[src/rtl/alu_result_stage.sv]
// rtl/alu_result_stage.sv - registered ALU result stage with 2-entry skid buffer and sticky compare flag
module alu_result_stage #(
   parameter int WIDTH = 32,
   parameter int TAG_W = 5
) (
   input  logic             clk,
   input  logic             rst_n,
   input  logic             in_valid,
   output logic             in_ready,
   input  logic [WIDTH-1:0] in_result,
   input  logic [TAG_W-1:0] in_tag,
   input  logic             in_is_cmp,
   input  logic             flush,
   output logic             out_valid,
   input  logic             out_ready,
   output logic [WIDTH-1:0] out_result,
   output logic [TAG_W-1:0] out_tag,
   output logic             out_zero,
   output logic             out_neg,
   output logic             cmp_flag,
   output logic [1:0]       occupancy
);

   typedef enum logic [1:0] {
      EMPTY = 2'd0,
      ONE   = 2'd1,
      TWO   = 2'd2
   } state_t;

   state_t             state_q, state_d;
   logic [WIDTH-1:0]   head_result_q, head_result_d;
   logic [TAG_W-1:0]   head_tag_q, head_tag_d;
   logic               head_zero_q, head_zero_d;
   logic               head_neg_q, head_neg_d;
   logic [WIDTH-1:0]   skid_result_q, skid_result_d;
   logic [TAG_W-1:0]   skid_tag_q, skid_tag_d;
   logic               skid_zero_q, skid_zero_d;
   logic               skid_neg_q, skid_neg_d;
   logic               cmp_flag_q, cmp_flag_d;

   logic               accept;
   logic               pop;
   logic [WIDTH-1:0]   masked;
   logic               masked_zero;
   logic               masked_neg;

   // Canonicalise comparator results and precompute flags before storage
   always_comb begin
      masked = in_result;
      if (in_is_cmp) begin
         masked = {{(WIDTH-1){1'b0}}, in_result[0]};
      end
      masked_zero = (masked == '0);
      masked_neg  = masked[WIDTH-1];
   end

   // Handshake and output decode, all from registered state
   always_comb begin
      in_ready   = (state_q != TWO);
      out_valid  = (state_q != EMPTY);
      accept     = in_valid & in_ready;
      pop        = out_valid & out_ready;
      out_result = head_result_q;
      out_tag    = head_tag_q;
      out_zero   = head_zero_q;
      out_neg    = head_neg_q;
      cmp_flag   = cmp_flag_q;
      occupancy  = state_q;
   end

   // Next-state and entry movement; flush overrides the state but not cmp_flag
   always_comb begin
      state_d       = state_q;
      head_result_d = head_result_q;
      head_tag_d    = head_tag_q;
      head_zero_d   = head_zero_q;
      head_neg_d    = head_neg_q;
      skid_result_d = skid_result_q;
      skid_tag_d    = skid_tag_q;
      skid_zero_d   = skid_zero_q;
      skid_neg_d    = skid_neg_q;
      cmp_flag_d    = cmp_flag_q;

      if (accept && in_is_cmp) begin
         cmp_flag_d = in_result[0];
      end

      case (state_q)
         EMPTY: begin
            if (accept) begin
               state_d       = ONE;
               head_result_d = masked;
               head_tag_d    = in_tag;
               head_zero_d   = masked_zero;
               head_neg_d    = masked_neg;
            end
         end
         ONE: begin
            if (accept && pop) begin
               head_result_d = masked;
               head_tag_d    = in_tag;
               head_zero_d   = masked_zero;
               head_neg_d    = masked_neg;
            end else if (accept) begin
               state_d       = TWO;
               skid_result_d = masked;
               skid_tag_d    = in_tag;
               skid_zero_d   = masked_zero;
               skid_neg_d    = masked_neg;
            end else if (pop) begin
               state_d = EMPTY;
            end
         end
         TWO: begin
            if (pop) begin
               state_d       = ONE;
               head_result_d = skid_result_q;
               head_tag_d    = skid_tag_q;
               head_zero_d   = skid_zero_q;
               head_neg_d    = skid_neg_q;
            end
         end
         default: state_d = EMPTY;
      endcase

      if (flush) begin
         state_d = EMPTY;
      end
   end

   // State, entry and sticky-flag registers
   always_ff @(posedge clk or negedge rst_n) begin
      if (!rst_n) begin
         state_q       <= EMPTY;
         head_result_q <= '0;
         head_tag_q    <= '0;
         head_zero_q   <= 1'b0;
         head_neg_q    <= 1'b0;
         skid_result_q <= '0;
         skid_tag_q    <= '0;
         skid_zero_q   <= 1'b0;
         skid_neg_q    <= 1'b0;
         cmp_flag_q    <= 1'b0;
      end else begin
         state_q       <= state_d;
         head_result_q <= head_result_d;
         head_tag_q    <= head_tag_d;
         head_zero_q   <= head_zero_d;
         head_neg_q    <= head_neg_d;
         skid_result_q <= skid_result_d;
         skid_tag_q    <= skid_tag_d;
         skid_zero_q   <= skid_zero_d;
         skid_neg_q    <= skid_neg_d;
         cmp_flag_q    <= cmp_flag_d;
      end
   end

endmodule
[config.mk]
export PLATFORM = sky130hd
export DESIGN_NAME = alu_result_stage
export DESIGN_NICKNAME = d
export VERILOG_FILES = /design/src/rtl/alu_result_stage.sv
export SDC_FILE = /design/constraint.sdc
export NUM_CORES = 1
export LEC_CHECK = 0
export CELL_PAD_IN_SITES_DETAIL_PLACEMENT = 1
export CELL_PAD_IN_SITES_GLOBAL_PLACEMENT = 1
export CORE_MARGIN = 4
export CORE_UTILIZATION = 42
export CTS_CLUSTER_DIAMETER = 120
export DETAILED_ROUTE_END_ITERATION = 7
export DONT_BUFFER_PORTS = 1
export HOLD_SLACK_MARGIN = 0.1
export PLACE_DENSITY_LB_ADDON = 0.1
export SLEW_MARGIN = 40
export SYNTH_ARGS = -nofsm -noshare
export SYNTH_HDL_FRONTEND = slang
export SYNTH_SLANG_ARGS = --single-unit
[constraint.sdc]
create_clock -name clk -period 1.7 [get_ports clk]
set_clock_uncertainty 0.2 [all_clocks]
set_input_delay 0.255 -clock clk [delete_from_list [all_inputs] [get_ports clk]]
set_output_delay 0.255 -clock clk [all_outputs]
set_load 0.005 [all_outputs]
-- Word-level counts from Yosys, hierarchy flattened
Cells that the tools add are included.
- bits in registers: 81
- input port bits: 43
- output and inout bits: 44
- equal/unequal tests: 10
- mux-type cells: 24
- bitwise logic cells: 3
- reductions and logical operators: 9
- operator list (cell ; count):
    $mux 32 ; 4
    $pmux 32 s3 ; 1
    $logic_not 32->1 ; 1
    $mux 5 ; 3
    $pmux 5 s3 ; 1
    $mux 2 ; 6
    $ne 3x3->1 const B ; 3
    $ne 2x2->1 const B ; 4
    $reduce_and 4->1 ; 2
    $mux 1 ; 6
    $pmux 1 s3 ; 2
    $pmux 2 s3 ; 1
    $ne 4x4->1 const B ; 1
    $reduce_and 3->1 ; 1
    $reduce_bool 3->1 ; 1
    $and 1x1->1 ; 2
    $eq 2x1->1 const B ; 1
    $eq 2x2->1 const B ; 1
    $logic_and 1x1->1 ; 2
    $logic_not 2->1 ; 1
    $reduce_bool 2->1 ; 1
    $not 1->1 ; 1

-- Depth between registers and ports, before layout
- word-level depth: 7
- mapped depth: 7

-- Worst setup path after synthesis
OpenSTA, ideal clock, no wires.
- kind: reg2reg
- start: reg state_q[1] (netlist: occupancy[1])
- end: reg head_result_q[13] (netlist: out_result[13])
- setup time: 0.126 ns
- data arrival time: 1.270 ns
- data required time: 1.374 ns
- slack: 0.104 ns
- cell stages (with the launch flop): 7
- path buffers: 3
- cells stage by stage: dfrtp_1 -> nor2b_1 -> buf_4 -> a32oi_2 -> buf_6 -> buf_4 -> o21ai_0
- word-level cells in the longest chain between the ends: 5
- elaborated cells between the ends (all ways): 14
- classes of those cells: eq/ne: 6; mux: 1; bitwise: 2; reduce/logical: 5
- ends and longest elaborated chain (element ; line ; RTL):
    start: declaration ; 30 ; state_t state_q, state_d;
    start signal: assignment ; 145 ; state_q <= state_d;
    $ne 2x2->1 or $reduce_bool 2->1 (tied branches) ; 59, 60 ;
    $and 1x1->1 (on tied branches) ; 61, 62 ;
    $logic_and 1x1->1 ; 99 ; if (accept && pop) begin
    $ne 2x2->1 (no source line) ; -- ;
    $reduce_and 4->1 (no source line) ; -- ;
    end signal: assignment ; 146 ; head_result_q <= head_result_d;
    end: declaration ; 31 ; logic [WIDTH-1:0] head_result_q, head_result_d;
Parallel ways exist; a longest one is shown, timed or not.
A chain may end at the register's enable or synchronous reset.

-- Final worst setup path
- start: in in_result[28]
- end: reg head_result_q[28] (netlist: out_result[28])
- word-level cells in the longest chain between the ends: 3
- elaborated cells between the ends (all ways): 4
- classes of those cells: mux: 4
- ends and longest elaborated chain (element ; line ; RTL):
    start: declaration ; 10 ; input logic [WIDTH-1:0] in_result,
    $mux 32 (*) ; 50 ; if (in_is_cmp) begin
    $mux 32 (on tied branches) ; 99, 90 ;
    $pmux 32 s3 (*) ; 88 ; case (state_q)
Mark *: on every way between the ends. The rest lies on a longest branch, timed or not. The select of a mux whose other input is x is not followed.

==> results.md <==
- Internal power: between 3000 and 4000 uW
- Failing checks: negative hold slack
- Cell count after synthesis: between 300 and 400
- Mean Syn Cell Area: 9.26 um2
- Ys Warns: 0
- Post-Synthesis Cell Area: about 0.0036 mm2
- ANT nets after route: 0
- CP Data Required Time: around 1.7 ns
- # setup viols final: 0
- Gate power share: roughly 15%
- Cell leakage power: between 0.002 and 0.0025 uW
- Most common cell after layout, fill and taps aside: dfrtp_1
- Sequential Power Share: between 50 and 60%
- Initial antenna violation count: 0
- Per-cell routed wire length: ~19 um
- #FFs+latches synth: 79
- Cells after DPL: 473
- Num CTS Buffers: 9
- Slew headroom: between 60% and 70%
- Total grt overflow: 0
- CP top delay family: buffers and inverters
- CTS tree: built
- CP max-delay cell: dlygate4sd3_1
- Worst path bufs/invs: 2
- Largest net degree at the start of global routing: 80
- Arrival @ worst endpoint: roughly 1.7 ns
- Vias in the first global route: 3420
- Port Buffer Count: 0
- Status: finished, violations left
- RSZ-0062 raised after global routing: true
- Die ar.: 0.0101 mm2
- CTS clk-pin slew, worst paths: approximately 0.08 ns
- DIE WIDTH: 100 um
- Worst-path cell chain: dlygate4sd3_1, nand2b_1, dlygate4sd3_1, nor2_1, a21oi_1, o21ai_1
- Max-cap viol count: 0
- CP max FO: 2
- GRT Util Overall: 21.2%
- Layout cell share with drive strength beyond 1: between 10% and 20%
- Final worst slack: between 0.03 and 0.04 ns
- Post-DP HPWL: around 5700 um
- Number of diodes: 0
- Clock network fraction of total power: roughly 29%
- Vias: 3039
- WS Path Type: in -> reg
- Net Sw Power: 1210 uW
- Via density: approximately 5.4
- Drc violations: 0
- Worst path depth: 6
- Nets: a little under 500
- Final Hold Vio Count: 79
- Pwr/cell area: 924 mW/mm2
- I/O pin count: 87
- Min-Delay Path Class: in -> async
- Area Overhead vs Synth: 29.5%
- Max incr delay on CP: 0.58 ns
- Worst-margin pin slew: about 0.55 ns
- VDD IR-drop max: roughly 0.46 mV
- Clk_lat worst skew: between 0.3 and 0.4 ns
- Most frequent cells in the layout: dfrtp_1 (77), nand2_1 (72), dlygate4sd3_1 (60), o21ai_0 (46)
- Post-route minimum period: 1.66 ns
- DRT Pass-1 Iters: 4
- Clock Sinks: between 70 and 80
- Final non-filler cell total: around 560
- Die Y: 100 um
- Pre-CTS WS: 0.0266 ns
- Final RePlAce weighted congestion: 0.729
- Max clock buf depth: 2
- H-tree depth: 3
- Maximum clock frequency: 601 MHz
- Startpoint Class: primary input
- Hold slack: -0.610 ns
- Post-synth cell types: 28
- Register area share after synthesis: a little under three fifths
- First-pass GRT wire length: 16900 um
- Final WL: about 11000 um
- CP Capture Type: register
- Final Power: ~4300 uW
- Row Count: 33
- Switching share of power: ~28%
- Root buf cell: clkbuf_8
- Fin crit share: a little over nine tenths
- Initial DRC count: 67
- CORE AREA: just over 0.008 mm2
- Syn_nets: around 430
- Initial Util: between 40% and 50%
- Worst R2R Path Depth: 5
- Fin. max-slew vios: 0
- Most frequent CP cell: dlygate4sd3_1
## state kept, by name, summed over array words and instances, names as in the netlist
signal / flops
out_zero: 1
cmp_flag: 1
skid_result_q: 32
occupancy: 2
out_result: 32
skid_tag_q: 5
skid_zero_q: 1
out_tag: 5
## cell type report
type	instances	area [um2]
clock inverters	4	22.5
repair buffers	81	901
fillers	935	3630
multi-input cells	276	1450
flip-flops and latches	79	1980
inverters	3	11.3
clock buffers	11	141
well taps	105	131
## cells in the mapped netlist (all sizes together)
library cell | count | area [um2]
o21ai | 72 | 360
o2bb2a | 1 | 10.0
nor2 | 33 | 124
nor4 | 8 | 50.1
buf | 19 | 146
mux2 | 6 | 67.6
or2 | 1 | 6.26
mux2i | 5 | 50.1
a21o | 1 | 7.51
dfrtp | 79 | 1980
inv | 3 | 11.3
nor3 | 1 | 5.00
a2bb2oi | 1 | 8.76
nand2 | 72 | 270
nand3 | 1 | 5.00
nand4 | 2 | 12.5
a32oi | 2 | 25.0
nand2b | 33 | 214
and2b | 1 | 7.51
nor2b | 1 | 6.26
clkbuf | 9 | 36.3
a21oi | 35 | 175
## cell families (layout without fill, tap and decap cells)
family / count (synthesis) / count (layout) / share of synthesized area (%)
AOI/OAI and AO/OA: 112 / 112 / 16.4
DFF: 79 / 79 / 55.3
buffers and inverters: 31 / 99 / 5.42
muxes: 11 / 11 / 3.29
and+or+nand+nor: 153 / 153 / 19.6
## through the flow
stage / hold slack (ns) / util (%) / cell area (um2) / setup TNS [ns]
after floorplan: -0.241 / - / 3580 / 0
after global placement: -0.238 / 44.6 / 3680 / 0
after detailed placement: -0.238 / 44.6 / 3680 / 0
after CTS: -0.623 / 55.7 / 4600 / 0
after global routing: -0.634 / 56.1 / 4630 / -0.111
final: -0.610 / 56.1 / 4630 / 0
## what timing repair did
| action | CTS | global route |
|---|---|---|
| setup endpoints to repair | 5 | 42 |
| pin swaps | 0 | 2 |
| setup buffers | 2 | 4 |
| hold buffers | 73 | 5 |
| hold endpoints to repair | 158 | 96 |
| gates resized for setup | 4 | 30 |
| cloned | 0 | 4 |
## path summary, 6_finish.rpt
check,startpoint,endpoint,slack (ns)
worst max-delay path,in_result[28],out_result[28],0.04
worst min-delay path,rst_n,out_result[22],-0.61
worst max register to register,occupancy[0],out_tag[1],0.06
worst min register to register,skid_result_q[13],skid_result_q[13],0.29
max in group asynchronous,rst_n,occupancy[1],1.78
min in group clk,in_is_cmp,out_result[19],0.07
## per-layer routing
| metal | track usage [%] | vias to the layer above | wire, um |
|---|---|---|---|
| li1 | - | 1424 | - |
| met1 | 25.4 | 1537 | 4480 |
| met2 | 36.4 | 67 | 5440 |
| met3 | 6.46 | 11 | 578 |
| met4 | 6.94 | 0 | 173 |
| met5 | 0 | - | 0 |
## power groups by stage
stage | Sequential, uW | Clock [uW] | Combinational [uW]
after floorplan | 2350 | 0 | 389
after global placement | 2390 | 0 | 431
after detailed placement | 2410 | 0 | 459
after CTS | 2370 | 1270 | 608
after global routing | 2420 | 1360 | 753
final | 2380 | 1250 | 657
Note: power is estimated with default switching activity, not from simulation.
